**src/rtl/apple_spawn_ctrl.sv**
```systemverilog
// Apple placement sequencer for the 16x16 LED snake board: random candidate search, apple latch, score/win tracking.
// Build option APPLE_SCAN_FALLBACK_EN adds a linear board scan after MAX_TRIES rejected random candidates.
module apple_spawn_ctrl #(
   parameter int MAX_TRIES = 8,
   parameter int SCORE_MAX = 63
) (
   input  logic                clk,
   input  logic                reset,
   input  logic                eat,
   input  logic [3:0]          rnd_row,
   input  logic [3:0]          rnd_col,
   input  logic [15:0][15:0]   snake_pixels,
   output logic                lfsr_en,
   output logic                apple_valid,
   output logic [3:0]          apple_row,
   output logic [3:0]          apple_col,
   output logic [15:0][15:0]   red_pixels,
   output logic [5:0]          score,
   output logic                game_won,
   output logic                board_full
);

   // state | meaning
   // SEEK  | step both LFSRs for a fresh candidate
   // CHECK | test candidate against snake body
   // HOLD  | apple placed, waiting for eat
   // DONE  | game over (won or board full), frozen until reset
   // SCAN  | linear fallback search over all cells (fallback build only)
`ifdef APPLE_SCAN_FALLBACK_EN
   typedef enum logic [2:0] {SEEK, CHECK, HOLD, DONE, SCAN} state_t;
`else
   typedef enum logic [2:0] {SEEK, CHECK, HOLD, DONE} state_t;
`endif

   localparam logic [4:0] TRY_LIM   = 5'(MAX_TRIES);
   localparam logic [5:0] SCORE_LIM = 6'(SCORE_MAX);

   state_t              state, state_n;
   logic [3:0]          tries, tries_n;
   logic                valid_n;
   logic [3:0]          row_n, col_n;
   logic [15:0][15:0]   red_n;
   logic [5:0]          score_n;
   logic                won_n;
`ifdef APPLE_SCAN_FALLBACK_EN
   logic [7:0]          scan_idx, scan_idx_n;
   logic                full_q, full_n;
`endif

   assign lfsr_en = (state == SEEK);

   always_comb begin
      state_n = state;
      tries_n = tries;
      valid_n = apple_valid;
      row_n   = apple_row;
      col_n   = apple_col;
      red_n   = red_pixels;
      score_n = score;
      won_n   = game_won;
`ifdef APPLE_SCAN_FALLBACK_EN
      scan_idx_n = scan_idx;
      full_n     = full_q;
`endif
      case (state)
         SEEK: state_n = CHECK;
         CHECK: begin
            if (!snake_pixels[rnd_row][rnd_col]) begin
               row_n   = rnd_row;
               col_n   = rnd_col;
               valid_n = 1'b1;
               red_n   = '0;
               red_n[rnd_row][rnd_col] = 1'b1;
               tries_n = 4'd0;
               state_n = HOLD;
            end else if (({1'b0, tries} + 5'd1) == TRY_LIM) begin
`ifdef APPLE_SCAN_FALLBACK_EN
               tries_n    = tries + 4'd1;
               scan_idx_n = 8'd0;
               state_n    = SCAN;
`else
               tries_n = 4'd0;
               state_n = SEEK;
`endif
            end else begin
               tries_n = tries + 4'd1;
               state_n = SEEK;
            end
         end
         HOLD: begin
            if (eat) begin
               score_n = score + 6'd1;
               valid_n = 1'b0;
               red_n   = '0;
               if (score_n == SCORE_LIM) begin
                  won_n   = 1'b1;
                  state_n = DONE;
               end else begin
                  state_n = SEEK;
               end
            end
         end
`ifdef APPLE_SCAN_FALLBACK_EN
         SCAN: begin
            if (!snake_pixels[scan_idx[7:4]][scan_idx[3:0]]) begin
               row_n      = scan_idx[7:4];
               col_n      = scan_idx[3:0];
               valid_n    = 1'b1;
               red_n      = '0;
               red_n[scan_idx[7:4]][scan_idx[3:0]] = 1'b1;
               tries_n    = 4'd0;
               scan_idx_n = 8'd0;
               state_n    = HOLD;
            end else if (scan_idx == 8'hFF) begin
               full_n  = 1'b1;
               state_n = DONE;
            end else begin
               scan_idx_n = scan_idx + 8'd1;
            end
         end
`endif
         default: state_n = state;
      endcase
   end

   always_ff @(posedge clk) begin
      if (reset) begin
         state       <= SEEK;
         tries       <= 4'd0;
         apple_valid <= 1'b0;
         apple_row   <= 4'd0;
         apple_col   <= 4'd0;
         red_pixels  <= '0;
         score       <= 6'd0;
         game_won    <= 1'b0;
`ifdef APPLE_SCAN_FALLBACK_EN
         scan_idx    <= 8'd0;
         full_q      <= 1'b0;
`endif
      end else begin
         state       <= state_n;
         tries       <= tries_n;
         apple_valid <= valid_n;
         apple_row   <= row_n;
         apple_col   <= col_n;
         red_pixels  <= red_n;
         score       <= score_n;
         game_won    <= won_n;
`ifdef APPLE_SCAN_FALLBACK_EN
         scan_idx    <= scan_idx_n;
         full_q      <= full_n;
`endif
      end
   end

`ifdef APPLE_SCAN_FALLBACK_EN
   assign board_full = full_q;
`else
   assign board_full = 1'b0;
`endif

endmodule

```
**config.mk**
```make
export PLATFORM = sky130hd
export DESIGN_NAME = apple_spawn_ctrl
export DESIGN_NICKNAME = d
export VERILOG_FILES = /design/src/rtl/apple_spawn_ctrl.sv
export SDC_FILE = /design/constraint.sdc
export NUM_CORES = 1
export LEC_CHECK = 0
export BUFFER_PORTS_ARGS = -buffer_cell sky130_fd_sc_hd__buf_2
export CAP_MARGIN = 20
export CORE_AREA = 2 2 211 213
export CTS_BUF_LIST = sky130_fd_sc_hd__clkbuf_8
export DETAILED_ROUTE_END_ITERATION = 8
export DIE_AREA = 0 0 213 215
export GPL_ROUTABILITY_DRIVEN = 0
export HOLD_SLACK_MARGIN = 0.08
export MAX_ROUTING_LAYER = met4
export PLACE_DENSITY = 0.65
export SYNTH_ARGS = -nofsm -noshare
export SYNTH_HDL_FRONTEND = slang
export SYNTH_SLANG_ARGS = --single-unit
```
**constraint.sdc**
```tcl
create_clock -name clk -period 8.71 [get_ports clk]
set_input_delay 0.4355 -clock clk [delete_from_list [all_inputs] [get_ports clk]]
set_output_delay 0.4355 -clock clk [all_outputs]
set_load 0.03 [all_outputs]
```
==> results.md <==
Outcome:
- The run finished with clean final reports.

Worst setup path:
- The category of the most critical setup path is in2reg.
- Among the stages of the critical path, the cell type that occurs most often is buf_4.
- The number of buffers and inverters on the critical path is 4.
- In this run the worst path has a maximum fanout of 94.
- The maximum cell stage delay along the critical path is roughly 0.94 ns.
- The worst register-to-register path has a setup slack of 5.62 ns.
- The library cell contributing the largest single delay on the critical path is o32a_4.
- The critical path goes through buf_4 > buf_4 > and2_2 > buf_4 > nand2_1 > a41o_1 > a211oi_1 > o2111a_4 > o32a_4 > buf_4 > o31ai_1.
- The startpoint identified for the worst register-to-register timing path is state[1].
- Grouping stages by cell kind, the critical path spends the most delay in compound AO/OA/AOI/OAI gates.
- Data on the critical path is required at its endpoint by 9.15 ns.
- The capturing element type of the critical path is a register.
- The sort of element at the start of the critical path is an input pin.
- The worst register-to-register path has a depth of 7.
- The worst register-to-register path ends at red_pixels[140].
- The data arrival at the endpoint of the critical path is 5.81 ns.

Timing:
- Measured against its own limit, the worst slew margin works out to roughly a quarter.
- Setup violations remaining at the end of the flow were counted as 0.
- The final worst-path cycle share is about three fifths.
- The number of hold violations in the final report came to 0.
- The final total negative setup slack is 0 ns.
- The setup clock skew after layout is 0.0364 ns.
- Setup repair after global routing left no endpoint under its margin.
- The transition time at the pin with the least slew margin is approximately 1.1 ns.
- The fmax is 0.186 GHz.
- The worst path needs approximately 5.4 ns of the cycle, external delays included.
- The count of final max-slew check failures is 0.

Synth:
- The most instantiated flip-flop cell in the synthesis netlist is dfxtp_1.
- By count the netlist is led by dfxtp_1 (274), inv_1 (264), o31ai_1 (258).
- Yosys mapped a number of flops with a built-in enable equal to 0.
- The synthesis warning total is 0.
- By area the synthesized netlist is led by dfxtp_1 (38%), o2111ai_1 (15%), o31ai_1 (13%), mux4_2 (8.5%), inv_1 (6.8%).
- After synthesis, the largest area contributor takes up a little under two fifths of total cell area.
- Synthesis produced a netlist whose cell count is around 1600.
- Sequential elements use between 30% and 40% of the synthesized area.
- The post-synthesis async set-or-reset flop share is 0%.
- The synthesized area is between 10000 and 15000 µm².
- In this run, synthesis produced a sequential element count of 274.
- The number of nets handed over by synthesis was 1864.
- The biggest area contributor in the post-synthesis netlist is dfxtp_1.
- The average size of a mapped cell is ~9.2 µm².
- The post-synthesis cell type count is 47.
- The most common cell in the synthesized netlist is dfxtp_1.

Clock network:
- The total clock sinks is roughly 270.
- The maximum root-to-sink buffer count is 3.
- The clock latency on the worst-skew pair is 0.61 ns.
- The clock input transition at the sequential cells of the worst setup and hold paths is 0.06 ns.
- The number of levels in the clock H-tree is 2.
- The post-cts resize count is 0.
- The post-cts hold buffer count is 0.
- TritonCTS created 49 clock buffers.
- Post-CTS timing repair inserted 0 buffers for setup.
- The TritonCTS clock tree is done.
- The clock root buffer master is clkbuf_8.

Detailed routing:
- In the routed layout, each cell is associated on average with a via count of 5.73.
- In the final routed layout, each cell accounts on average for 24.0 µm.
- The total via count after detailed routing is 15100.
- In the routed design, unresolved DRC markers number 0.
- The initial detailed-routing violation count is between 1500 and 2000.
- The number of antenna-violating nets in the routed design is 0.
- The routed design has between 60000 and 70000 µm of wire.
- The number of detailed-route iterations in the first pass is 5.

Min path:
- In this run the worst hold path is classified as in2reg.
- The number of instances on the worst hold path is 3.
- The hold path startpoint is rnd_col[0].
- For hold timing, the worst endpoint is apple_col[0].

Floorplanning:
- The floorplan has 77 rows.
- In this run the horizontal extent of the chip is about 210 µm.
- The number of top-level design ports is 541.
- After floorplanning, the core was sized to cover 43600 µm².
- The die area is around 46000 µm².
- In this run the vertical extent of the chip is approximately 220 µm.
- The effective utilization at floorplan is 33.4%.

Layout:
- The post-route core utilization is 41.9%.
- The number of fill cells in the layout is about 4400.
- The final instance count without filler cells is 2641.
- The fraction of final layout cells sized beyond drive strength 1 is 34.7%.
- In the final design database the tool counted roughly 2300 nets.
- The area growth from synthesis to layout is 25.5%.

Global route:
- The pin count of the biggest net entering global routing is 119.
- Summed over all layers, the global routing overflow is 0.
- The via count of the first global-routing pass came to around 14000.
- The first global-routing pass estimated 93500 µm of wire.
- The number of antenna violations at the first check in global routing is 14.
- The global-route total usage across every layer is between 20% and 30%.

Placement:
- In this run, placement finished with an instance count of roughly 2500.
- After legalization and detailed placement, the total HPWL measured 44100 µm.
- Buffers placed on the I/O ports in this run total 539.

Power:
- Dividing total power by cell area gives a power density of 162 nW/µm².
- The worst-case IR drop observed on VDD is 103 µV.
- The analysis attributes to cell leakage a power of 7.25 nW.

Flow run:
- Max-cap violations in this run came to 0.
[routing by layer]
metal / vias to the layer above / global-route usage (%) / share of wire, %
li1: 6852 / - / -
met4: 0 / 9.88 / 3.3
met2: 836 / 36.6 / 41
met1: 7321 / 38.8 / 45
met3: 115 / 9.15 / 11
met5: - / - / 0
[placed cells by master (no fill, tap or decap), types with 6 or more instances in the layout]
cell,count
inv_1,281
mux4_2,55
nand3_1,13
buf_4,19
nor2_1,86
nand2_1,31
dfxtp_1,274
clkinv_2,7
o31ai_1,258
mux2i_1,38
o2111ai_1,244
a21oi_1,7
nor2b_1,6
buf_2,537
o211ai_1,14
a22oi_1,10
ha_1,6
clkbuf_8,63
diode_2,15
nand2b_1,17
mux2_2,9
[worst min-delay path: stages]
cell and delay [ns]:
buf_2 0.19, nand2b_1 0.10, mux2i_1 0.06
[flip-flops by register name, indices dropped and copies added, names as in the netlist]
| name | cells |
|---|---|
| score | 6 |
| red_pixels | 256 |
| game_won | 1 |
| apple_row | 4 |
| apple_col | 4 |
| apple_valid | 1 |
| state | 2 |
[cell type report]
type | count | area (µm²) | share of cell area (%)
inverters | 264 | 991 | 5.42
well taps | 592 | 741 | 4.05
flip-flops and latches | 274 | 5490 | 30.0
repair buffers | 558 | 2870 | 15.7
clock inverters | 27 | 126 | 0.691
diodes | 15 | 37.5 | 0.205
clock buffers | 63 | 867 | 4.74
multi-input cells | 848 | 7180 | 39.2
[metrics by stage]
| step | area, µm² | power (W) | hold WS, ns | setup WS [ns] |
|---|---|---|---|---|
| after floorplan | 14600 | 0.00161 | 0.537 | 5.61 |
| after global placement | 17300 | 0.00174 | 0.451 | 2.79 |
| after detailed placement | 17300 | 0.00175 | 0.448 | 2.68 |
| after CTS | 18300 | 0.00297 | 0.164 | 3.35 |
| after global routing | 18300 | 0.00307 | 0.192 | 2.92 |
| final | 18300 | 0.00295 | 0.235 | 3.34 |
[where the power goes]
| group | switching [W] | internal [W] |
|---|---|---|
| clock | 0.000570 | 0.000651 |
| sequential | 0.00000321 | 0.00126 |
| combinational | 0.000340 | 0.000132 |
[how the worst max path moves through the flow]
stage	startpoint	end	slack [ns]	cells past startpoint
floorplan	rnd_row[0]	red_pixels[32]	5.61	11
global placement	rnd_row[1]	red_pixels[155]	2.79	11
detailed placement	rnd_row[1]	red_pixels[69]	2.68	11
CTS	rnd_row[1]	red_pixels[126]	3.35	11
global route	rnd_row[1]	red_pixels[140]	2.92	11
finish	rnd_row[1]	red_pixels[140]	3.34	11
[kinds of logic (layout without fill, tap and decap cells)]
family,Yosys count,after routing,synth area share [%]
AOI/OAI and AO/OA,558,558,30.9
muxes,102,102,11.8
adders and majority gates,6,6,0.515
xor gates and xnor gates,5,5,0.300
DFF,274,274,37.6
buffers and inverters,469,912,13.5
and+or+nand+nor,176,176,5.42
other,1,16,0.0257
No activity file was read; power rests on OpenSTA's default activity.
